$ cat config.mk
export PLATFORM = sky130hd
export DESIGN_NAME = dynamic_brunch_predictor
export DESIGN_NICKNAME = d
export VERILOG_FILES = /design/src/rtl/dynamic_brunch_predictor_pkg.sv /design/src/rtl/dynamic_brunch_predictor_btb.sv /design/src/rtl/dynamic_brunch_predictor.sv
export SDC_FILE = /design/constraint.sdc
export NUM_CORES = 1
export LEC_CHECK = 0
export ABC_AREA = 1
export BUFFER_PORTS_ARGS = -buffer_cell sky130_fd_sc_hd__buf_2
export CORE_MARGIN = 2
export CORE_UTILIZATION = 50
export DETAILED_ROUTE_END_ITERATION = 6
export PLACE_DENSITY = 0.7
export SLEW_MARGIN = 0
export SYNTH_ARGS = -nofsm -noshare
export SYNTH_HDL_FRONTEND = slang
export SYNTH_SLANG_ARGS = --single-unit
$ cat constraint.sdc
create_clock -name clk -period 9.5 [get_ports clk]
set_input_delay 0.95 -clock clk [delete_from_list [all_inputs] [get_ports clk]]
set_output_delay 0.95 -clock clk [all_outputs]
set_load 0.02 [all_outputs]
$ cat src/rtl/dynamic_brunch_predictor_pkg.sv
// Shared fetch types and branch encodings for the dynamic predictor.
// Consumed by dynamic_brunch_predictor and brunch_btb.
package dynamic_brunch_predictor_pkg;

  typedef logic [31:0] PC;

  typedef struct packed {
    PC           pc;
    logic [31:0] inst;
    logic        is_brunch;
    logic        brunch_taken;
  } INST;

  typedef enum logic [1:0] {
    BR_NONE     = 2'd0,
    BR_COND     = 2'd1,
    BR_DIRECT   = 2'd2,
    BR_INDIRECT = 2'd3
  } BR_KIND;

  localparam logic [5:0] OP_SPECIAL = 6'b000000;
  localparam logic [5:0] OP_REGIMM  = 6'b000001;
  localparam logic [5:0] OP_J       = 6'b000010;
  localparam logic [5:0] OP_JAL     = 6'b000011;
  localparam logic [5:0] OP_BEQ     = 6'b000100;
  localparam logic [5:0] OP_BNE     = 6'b000101;
  localparam logic [5:0] OP_BLEZ    = 6'b000110;
  localparam logic [5:0] OP_BGTZ    = 6'b000111;

  localparam logic [5:0] FN_JR   = 6'b001000;
  localparam logic [5:0] FN_JALR = 6'b001001;

  localparam logic [4:0] RT_BLTZ   = 5'b00000;
  localparam logic [4:0] RT_BGEZ   = 5'b00001;
  localparam logic [4:0] RT_BLTZAL = 5'b10000;
  localparam logic [4:0] RT_BGEZAL = 5'b10001;

  // Weakly not-taken: MSB clear, all lower bits set.
  function automatic int bht_weak_nt(input int w);
    return (1 << (w - 1)) - 1;
  endfunction

endpackage

$ cat src/rtl/dynamic_brunch_predictor_btb.sv
// Direct-mapped BTB: async-reset valid bits, comb read, sync write.
// Only instantiated when BRUNCH_BTB_EN is defined.
import dynamic_brunch_predictor_pkg::*;

module brunch_btb #(
  parameter int ENTRIES = 16
) (
  input  logic clk,
  input  logic rst_n,
  input  PC    rd_pc,
  output logic hit,
  output PC    rd_target,
  input  logic wr_en,
  input  PC    wr_pc,
  input  PC    wr_target
);

  localparam int IW = $clog2(ENTRIES);
  localparam int TW = 30 - IW;

  logic [ENTRIES-1:0] valid;
  logic [TW-1:0]      tag [ENTRIES];
  PC                  target [ENTRIES];

  logic [IW-1:0] rd_idx;
  logic [IW-1:0] wr_idx;
  logic          unused_lo;

  assign rd_idx    = rd_pc[IW+1:2];
  assign wr_idx    = wr_pc[IW+1:2];
  assign unused_lo = ^{rd_pc[1:0], wr_pc[1:0]};

  assign hit       = valid[rd_idx] && (tag[rd_idx] == rd_pc[31:IW+2]);
  assign rd_target = target[rd_idx];

  always_ff @(posedge clk or negedge rst_n) begin
    if (!rst_n) begin
      valid <= '0;
    end else if (wr_en) begin
      valid[wr_idx] <= 1'b1;
    end
  end

  // Payload needs no reset: a cleared valid bit hides it.
  always_ff @(posedge clk) begin
    if (wr_en) begin
      tag[wr_idx]    <= wr_pc[31:IW+2];
      target[wr_idx] <= wr_target;
    end
  end

endmodule

$ cat src/rtl/dynamic_brunch_predictor.sv
// Fetch-stage predictor: decode, 2-bit BHT, optional BTB.
// Define BRUNCH_BTB_EN to build the BTB for indirect jumps.
import dynamic_brunch_predictor_pkg::*;

module dynamic_brunch_predictor #(
  parameter int BHT_ENTRIES    = 64,
  parameter int BTB_ENTRIES    = 16,
  parameter int CNT_WIDTH      = 2,
  parameter int MISS_CNT_WIDTH = 32
) (
  input  logic                      clk,
  input  logic                      rst_n,
  input  INST                       inst_in,
  output INST                       inst_out,
  output PC                         brunch_address,
  input  logic                      upd_valid,
  input  PC                         upd_pc,
  input  BR_KIND                    upd_kind,
  input  logic                      upd_taken,
  input  PC                         upd_target,
  input  logic                      upd_mispredict,
  output logic [MISS_CNT_WIDTH-1:0] miss_count
);

  localparam int BHT_IW = $clog2(BHT_ENTRIES);
  localparam logic [CNT_WIDTH-1:0] CNT_MAX = '1;
  localparam logic [CNT_WIDTH-1:0] CNT_INIT =
    CNT_WIDTH'(bht_weak_nt(CNT_WIDTH));
  localparam logic [MISS_CNT_WIDTH-1:0] MISS_MAX = '1;

  logic [CNT_WIDTH-1:0] bht [BHT_ENTRIES];

  logic [5:0]  op;
  logic [4:0]  rt;
  logic [5:0]  funct;
  logic [15:0] imm;
  BR_KIND      kind;

  PC pc_4;
  PC dir_target;
  PC cond_target;
  PC btb_target;

  logic [BHT_IW-1:0] bht_idx;
  logic [BHT_IW-1:0] upd_idx;
  logic              cond_taken;
  logic              btb_hit;
  logic              unused_ok;

  assign op    = inst_in.inst[31:26];
  assign rt    = inst_in.inst[20:16];
  assign funct = inst_in.inst[5:0];
  assign imm   = inst_in.inst[15:0];

  assign pc_4        = inst_in.pc + 32'd4;
  assign dir_target  = {pc_4[31:28], inst_in.inst[25:0], 2'b00};
  assign cond_target = pc_4 + {{14{imm[15]}}, imm, 2'b00};

  assign bht_idx    = inst_in.pc[BHT_IW+1:2];
  assign upd_idx    = upd_pc[BHT_IW+1:2];
  assign cond_taken = bht[bht_idx][CNT_WIDTH-1];

  assign unused_ok = ^{inst_in.is_brunch, inst_in.brunch_taken,
                       upd_pc, upd_target, (BTB_ENTRIES > 0)};

`ifdef BRUNCH_BTB_EN
  brunch_btb #(
    .ENTRIES (BTB_ENTRIES)
  ) u_btb (
    .clk       (clk),
    .rst_n     (rst_n),
    .rd_pc     (inst_in.pc),
    .hit       (btb_hit),
    .rd_target (btb_target),
    .wr_en     (upd_valid && (upd_kind == BR_INDIRECT)),
    .wr_pc     (upd_pc),
    .wr_target (upd_target)
  );
`else
  assign btb_hit    = 1'b0;
  assign btb_target = '0;
`endif

  always_comb begin
    kind = BR_NONE;
    unique case (1'b1)
      (op inside {OP_BEQ, OP_BNE, OP_BLEZ, OP_BGTZ}):
        kind = BR_COND;
      (op == OP_REGIMM):
        if (rt inside {RT_BLTZ, RT_BGEZ, RT_BLTZAL, RT_BGEZAL})
          kind = BR_COND;
      (op inside {OP_J, OP_JAL}):
        kind = BR_DIRECT;
      (op == OP_SPECIAL):
        if (funct inside {FN_JR, FN_JALR})
          kind = BR_INDIRECT;
      default: ;
    endcase
  end

  always_comb begin
    inst_out              = inst_in;
    inst_out.is_brunch    = 1'b0;
    inst_out.brunch_taken = 1'b0;
    brunch_address        = pc_4;
    unique case (1'b1)
      (kind == BR_DIRECT): begin
        inst_out.is_brunch    = 1'b1;
        inst_out.brunch_taken = 1'b1;
        brunch_address        = dir_target;
      end
      (kind == BR_COND): begin
        inst_out.is_brunch    = 1'b1;
        inst_out.brunch_taken = cond_taken;
        if (cond_taken) brunch_address = cond_target;
      end
      (kind == BR_INDIRECT): begin
        inst_out.is_brunch    = 1'b1;
        inst_out.brunch_taken = btb_hit;
        if (btb_hit) brunch_address = btb_target;
      end
      default: ;
    endcase
  end

  always_ff @(posedge clk or negedge rst_n) begin
    if (!rst_n) begin
      for (int i = 0; i < BHT_ENTRIES; i++) bht[i] <= CNT_INIT;
    end else if (upd_valid && (upd_kind == BR_COND)) begin
      if (upd_taken && (bht[upd_idx] != CNT_MAX))
        bht[upd_idx] <= bht[upd_idx] + CNT_WIDTH'(1);
      else if (!upd_taken && (bht[upd_idx] != '0))
        bht[upd_idx] <= bht[upd_idx] - CNT_WIDTH'(1);
    end
  end

  always_ff @(posedge clk or negedge rst_n) begin
    if (!rst_n) begin
      miss_count <= '0;
    end else if (upd_valid && upd_mispredict && (miss_count != MISS_MAX)) begin
      miss_count <= miss_count + MISS_CNT_WIDTH'(1);
    end
  end

endmodule

==> impl_metrics.env, run 1 <==
export IMPL_finalSetupTns_ns=0
export IMPL_grt_antenna_before_repair=0
export IMPL_synthCells=2069
export IMPL_grt_start_max_net_pins=85
export IMPL_routedWlPerCell_um=16.96
export IMPL_crit_buf_inv=4
export IMPL_fill_cells=2608
export IMPL_h_tree_depth=4
export IMPL_grt_usage_pct=30.97
export IMPL_syn_avg_cell_area_um2=6.346
export IMPL_synth_fp_nets=2250
export IMPL_multi_input_area_um2=7283
export IMPL_cts_setup_buffers=0
export IMPL_viasPerCell=5.472
export IMPL_worstSetupPathType="input pin to output pin"
export IMPL_core_area_um2=25910
export IMPL_insertion_delay_ns=0.44
export IMPL_crit_path_frequent_cell="nand2_1"
export IMPL_slowest_delay_ns=0.77
export IMPL_synth_distinct_cells=47
export IMPL_dieArea_um2=27570
export IMPL_antenna_cells=0
export IMPL_wirelength_um=42990
export IMPL_cts_resized=0
export IMPL_status="complete, no violations"
export IMPL_yosysWarnings=0
export IMPL_met2_wirelength_um=19930
export IMPL_place_congestion=0.9880
export IMPL_ir_drop_mv=0.1274
export IMPL_fin_crit_ns=6.364
export IMPL_relSlewSlack_pct=22.75
export IMPL_wl_met3_um=3576
export IMPL_crit_chain="buf_2, inv_1, nand2_1, nand3_1, nand3_1, nand2_1, nand2_1, nand3_1, nand3_1, nand2_2, inv_2, nand2_1, nand2_2, nand2_1, nand2_1, buf_2"
export IMPL_path_max_fanout=40
export IMPL_regArea_um2=4084
export IMPL_critPathTopFamily="simple AND/OR/NAND/NOR gates"
export IMPL_cts_reportedPaths_clkPinSlew_ns=0.07
export IMPL_layout_drive_gt1_share_pct=15.05
export IMPL_grt_pass1_wl_um=68620
export IMPL_drc=0
export IMPL_drv_slew=0
export IMPL_syn2layout_area_growth_pct=10.24
export IMPL_clockBufferDepth=2
export IMPL_io_pins=267
export IMPL_cpMaxStageDelayCell="inv_1"
export IMPL_synth_area_um2=13130
export IMPL_numCtsBuffers=17
export IMPL_p_leak_nw=7.392
export IMPL_total_power_w=0.002001
export IMPL_start_util_pct=50.67
export IMPL_rsz0062_at_grt="no"
export IMPL_synth_seq_cells=160
export IMPL_highest_layer="met4"
export IMPL_overflow=0
export IMPL_rows=59
export IMPL_max_freq_mhz=157.1
export IMPL_grt_pass1_vias=12926
export IMPL_cp_required_ns=8.55
export IMPL_fin_skew_ns=0.01563
export IMPL_dr_pass1_iters=6
export IMPL_wl_met1_um=18160
export IMPL_die_h_um=166.1
export IMPL_max_cap_violations=0
export IMPL_drt_iter0_drc=1349
export IMPL_worst_pin_slew_ns=1.157
export IMPL_ant_nets=0
export IMPL_holdBufCountCts=0
export IMPL_crit_path_end_kind="output pin"
export IMPL_yosysSeqAreaShare_pct=31.10
export IMPL_finalHoldViolCount=0
export IMPL_dieWidth_um=166.1
export IMPL_arrival_ns=5.41
export IMPL_port_buffers=206
export IMPL_p_per_area_nw_per_um2=138.2
export IMPL_routed_via_count=13867
export IMPL_start_kind="input pin"
export IMPL_nNetsFinal=2367
export IMPL_hold_class="flop to flop"
export IMPL_hpwlAfterDp_um=31090
export IMPL_fin_crit_sh_pct=66.99
export IMPL_finalSetupViolations=0
export IMPL_cts_sink_count=160
export IMPL_cts_tree="done"
export IMPL_cts_root_buf="clkbuf_16"
## area by class of cell
type	count	area share [%]
Clock buffer	18	3.034
Inverter	266	6.898
Timing Repair Buffer	212	7.477
Multi-Input combinational cell	1529	50.32
Clock inverter	14	1.167
Sequential cell	160	28.21
Tap cell	335	2.896
## logic make-up after synthesis
group / Yosys count / share of synthesized area (%)
xor+xnor: 62 / 4.136
flops: 160 / 31.10
buf+inv: 380 / 13.48
simple gates: 1201 / 37.70
fa+ha+maj: 44 / 4.250
compound gates: 222 / 9.329
## where the power goes
group	switching (W)	internal, W	total [W]	leakage (nW)
Sequential	0.0000402	0.000730	0.000770	1.97
Clock	0.000342	0.000363	0.000705	0.293
Combinational	0.000370	0.000155	0.000526	5.13
## final timing paths
path	endpoint	start	cells after the start	slack, ns
max in group asynchronous	bht[17]	rst_n	2	7.48
min	flop	flop	2	0.47
min reg2reg	flop	flop	2	0.47
min in group asynchronous	bht[45]	rst_n	1	0.54
max	brunch_address[21]	inst_in[36]	16	3.14
max reg2reg	bht[29]	flop	16	5.50
## layout by cell type, fill, tap and decap left out, drive strengths merged, types with 2 or more instances in the layout
cell type,n
or2,5
nand3b,4
clkbuf,18
nand2,733
clkinv,10
o31ai,2
nor3b,2
o21a,2
o221ai,2
buf,212
dfstp,64
a22oi,8
o22ai,27
o21ai,98
dfrtp,96
o22a,2
xnor2,18
and3,3
nand3,147
ha,43
nor2,219
a21o,2
xor2,44
nor3,39
a21oi,68
inv,269
nor4,11
o211ai,4
nand4,37
## per-stage QoR
step | instances | setup WS, ns | utilization, % | area (um^2) | hold WS [ns]
after floorplan | 2069 | 4.912 | - | 13130 | 0.4465
after global placement | 2502 | 3.299 | 53.52 | 13870 | 0.4536
after detailed placement | 2502 | 3.301 | 53.52 | 13870 | 0.4553
after CTS | 2534 | 3.295 | 55.86 | 14480 | 0.4680
after global routing | 2534 | 2.816 | 55.86 | 14480 | 0.4873
final | 2534 | 3.136 | 55.86 | 14480 | 0.4689
## worst reg2reg max path, stage by stage, from the launching register on
cell	delay (ns)
dfstp_2	0.54
nor2_1	0.04
nor3_1	0.23
o211ai_1	0.15
o21ai_1	0.30
nand2_1	0.10
nor2_1	0.13
nand2_2	0.35
ha_1	0.36
o21ai_0	0.37
nand4_1	0.36
nor2_1	0.20
inv_1	0.29
nor2_1	0.24
inv_1	0.09
nand2_1	0.06
o21ai_0	0.07
## Yosys cell counts (all sizes together)
library cell | number | share of area [%]
inv | 263 | 7.5
dfrtp | 96 | 18
nand3 | 147 | 5.8
o221ai | 2 | 0.13
a21oi | 68 | 2.6
o21bai | 1 | 0.057
o22ai | 27 | 1.3
ha | 43 | 4.1
o2bb2ai | 1 | 0.067
a31oi | 1 | 0.048
or2 | 5 | 0.24
nor4 | 11 | 0.52
o2111ai | 1 | 0.067
nand4 | 37 | 1.8
a211oi | 1 | 0.057
and3 | 3 | 0.14
o211ai | 4 | 0.23
clkbuf | 16 | 0.46
nor2 | 219 | 6.3
buf | 98 | 5.4
nor3b | 2 | 0.11
fa | 1 | 0.15
a21o | 2 | 0.11
nor3 | 39 | 1.6
a21boi | 1 | 0.057
a22oi | 8 | 0.46
xnor2 | 18 | 1.2
and2 | 1 | 0.048
o22a | 2 | 0.13
o21a | 2 | 0.11
clkinv | 3 | 0.086
xor2 | 44 | 2.9
o31ai | 2 | 0.11
a221oi | 1 | 0.067
o21ai | 98 | 3.7
nand2 | 733 | 21
dfstp | 64 | 13
nand3b | 4 | 0.23
## routing by layer
metal	vias to the layer above	track usage, %
li1	6742	-
met4	0	10.43
met2	594	50.51
met1	6433	42.87
met3	98	3.694
met5	-	0
No activity file was read; power rests on OpenSTA's default activity.
==> run 2, diff against run 1 <==
--- a/config.mk
+++ b/config.mk
@@ -10,7 +10,7 @@
 export CORE_MARGIN = 2
 export CORE_UTILIZATION = 50
 export DETAILED_ROUTE_END_ITERATION = 6
-export PLACE_DENSITY = 0.7
+export PLACE_DENSITY = 0.73
 export SLEW_MARGIN = 0
 export SYNTH_ARGS = -nofsm -noshare
 export SYNTH_HDL_FRONTEND = slang
==> constraint.sdc (replaced) <==
create_clock -name clk -period 5.51 [get_ports clk]
set_input_delay 0.551 -clock clk [delete_from_list [all_inputs] [get_ports clk]]
set_output_delay 0.551 -clock clk [all_outputs]
set_load 0.02 [all_outputs]
==> impl_metrics.env, run 2 (synthesis results as in run 1) <==
export IMPL_final_cell_mix="nand2_1 (730), inv_1 (256), nor2_1 (217), buf_2 (205), nand3_1 (143)"
export IMPL_io_pins=267
export IMPL_cts_sink_count=160
export IMPL_rsz0062_at_grt="no"
export IMPL_cp_required_ns=4.96
export IMPL_syn2layout_area_growth_pct=10.70
export IMPL_rr_worst_depth=16
export IMPL_place_congestion=0.9618
export IMPL_grt_usage_pct=31.20
export IMPL_routed_via_count=13974
export IMPL_arrival_ns=4.35
export IMPL_finalSetupTns_ns=0
export IMPL_grt_start_max_net_pins=111
export IMPL_die_h_um=166.1
export IMPL_r2r_end="bht[23]"
export IMPL_finalHoldViolCount=0
export IMPL_finalSetupViolations=0
export IMPL_relSlewSlack_pct=30.34
export IMPL_cts_setup_buffers=0
export IMPL_final_common_cell="nand2_1"
export IMPL_dpl_worst_slack_ns=0.7796
export IMPL_max_freq_mhz=203.9
export IMPL_start_util_pct=50.67
export IMPL_final_core_util_pct=56.10
export IMPL_overflow=0
export IMPL_wirelength_um=43450
export IMPL_viasPerCell=5.493
export IMPL_ir_drop_mv=0.2115
export IMPL_nNetsFinal=2377
export IMPL_fin_skew_ns=0.02061
export IMPL_cts_reportedPaths_clkPinSlew_ns=0.08
export IMPL_path_max_fanout=32
export IMPL_hold_class="input pin to async pin"
export IMPL_worst_pin_slew_ns=1.045
export IMPL_worst_r2r_setup_slack_ns=1.46
export IMPL_dieArea_um2=27570
export IMPL_start_kind="input pin"
export IMPL_drv_slew=0
export IMPL_insertion_delay_ns=0.45
export IMPL_status="finished, violations left"
export IMPL_grt_pass1_wl_um=69510
export IMPL_layout_drive_gt1_share_pct=15.39
export IMPL_numCtsBuffers=17
export IMPL_core_area_um2=25910
export IMPL_drc=2
export IMPL_clockBufferDepth=2
export IMPL_fin_crit_ns=4.905
export IMPL_drt_iter0_drc=1300
export IMPL_dieWidth_um=166.1
export IMPL_routedWlPerCell_um=17.08
export IMPL_antenna_cells=0
export IMPL_dr_pass1_iters=7
export IMPL_grt_antenna_before_repair=0
export IMPL_cts_tree="done"
export IMPL_port_buffers=206
export IMPL_fin_crit_sh_pct=89.02
export IMPL_crit_path_end_kind="output pin"
export IMPL_max_cap_violations=0
export IMPL_final_setup_worst_slack_ns=0.6051
export IMPL_grt_pass1_vias=13172
export IMPL_holdBufCountCts=0
export IMPL_p_per_area_nw_per_um2=236.6
export IMPL_p_leak_nw=7.432
export IMPL_hpwlAfterDp_um=32030
export IMPL_h_tree_depth=4
export IMPL_violations="DRC"
export IMPL_worstSetupPathType="input pin to output pin"
export IMPL_rows=59
export IMPL_cts_resized=0
export IMPL_cts_root_buf="clkbuf_16"
export IMPL_ant_nets=0
==> run 2: changes by cell type in the layout (fill, tap and decap cells not counted), sizes merged <==
cell    change
buf        +10
clkinv      -1
inv         +1
==> run 2: metal layers <==
metal / global-route usage (%) / wire length [um]
met1: 42.59 / 18520
met4: 11.04 / 1336
met3: 4.004 / 3526
met5: 0 / 0
met2: 51.13 / 20070
==> run 2: how the worst max path moves through the flow <==
stage               cells past startpoint   startpoint                  to  slack, ns
global placement                       26  inst_in[37]  brunch_address[22]       0.79
detailed placement                     19  inst_in[36]  brunch_address[20]       0.78
floorplan                              20  inst_in[37]  brunch_address[24]       1.72
CTS                                    19  inst_in[36]  brunch_address[20]       0.77
global route                           26  inst_in[37]  brunch_address[22]       0.30
finish                                 19  inst_in[36]  brunch_address[20]       0.61
==> run 2: power by group <==
group / internal [W] / total (W) / switching, W
sequential: 0.00126 / 0.00133 / 0.0000698
combinational: 0.000273 / 0.000913 / 0.000640
clock: 0.000611 / 0.00120 / 0.000588
total: 0.00214 / 0.00344 / 0.00130
==> run 2: metrics by stage <==
stage / total power [W] / hold slack [ns] / area, um^2 / instances
floorplan: 0.001951 / 0.2554 / 13130 / 2069
global placement: 0.002232 / 0.4538 / 13940 / 2512
detailed placement: 0.002244 / 0.4579 / 13940 / 2512
CTS: 0.003435 / 0.2944 / 14540 / 2544
global route: 0.003588 / 0.3208 / 14540 / 2544
finish: 0.003439 / 0.2326 / 14540 / 2544
==> run 2: cell type report <==
type	instances	area (um^2)
Fill cell	2578	11380
Clock inverter	14	163.9
Clock buffer	18	429.2
Tap cell	335	419.2
Timing Repair Buffer	222	1157
Sequential cell	160	4084
Multi-Input combinational cell	1529	7283
Inverter	266	998.5
==> run 2: worst max-delay path, cell delays in order <==
cell and delay (ns):
buf_2 0.14, buf_4 0.22, inv_1 0.49, buf_4 0.35
nand2_1 0.08, nand3_1 0.07, nand3_1 0.08, nand3_1 0.10
nand2_1 0.09, nand2_1 0.06, nand2_1 0.06, inv_2 0.30
nand2_2 0.53, inv_2 0.40, nand2_1 0.14, nand2_2 0.25
nand2_1 0.08, nand2_1 0.12, buf_2 0.18
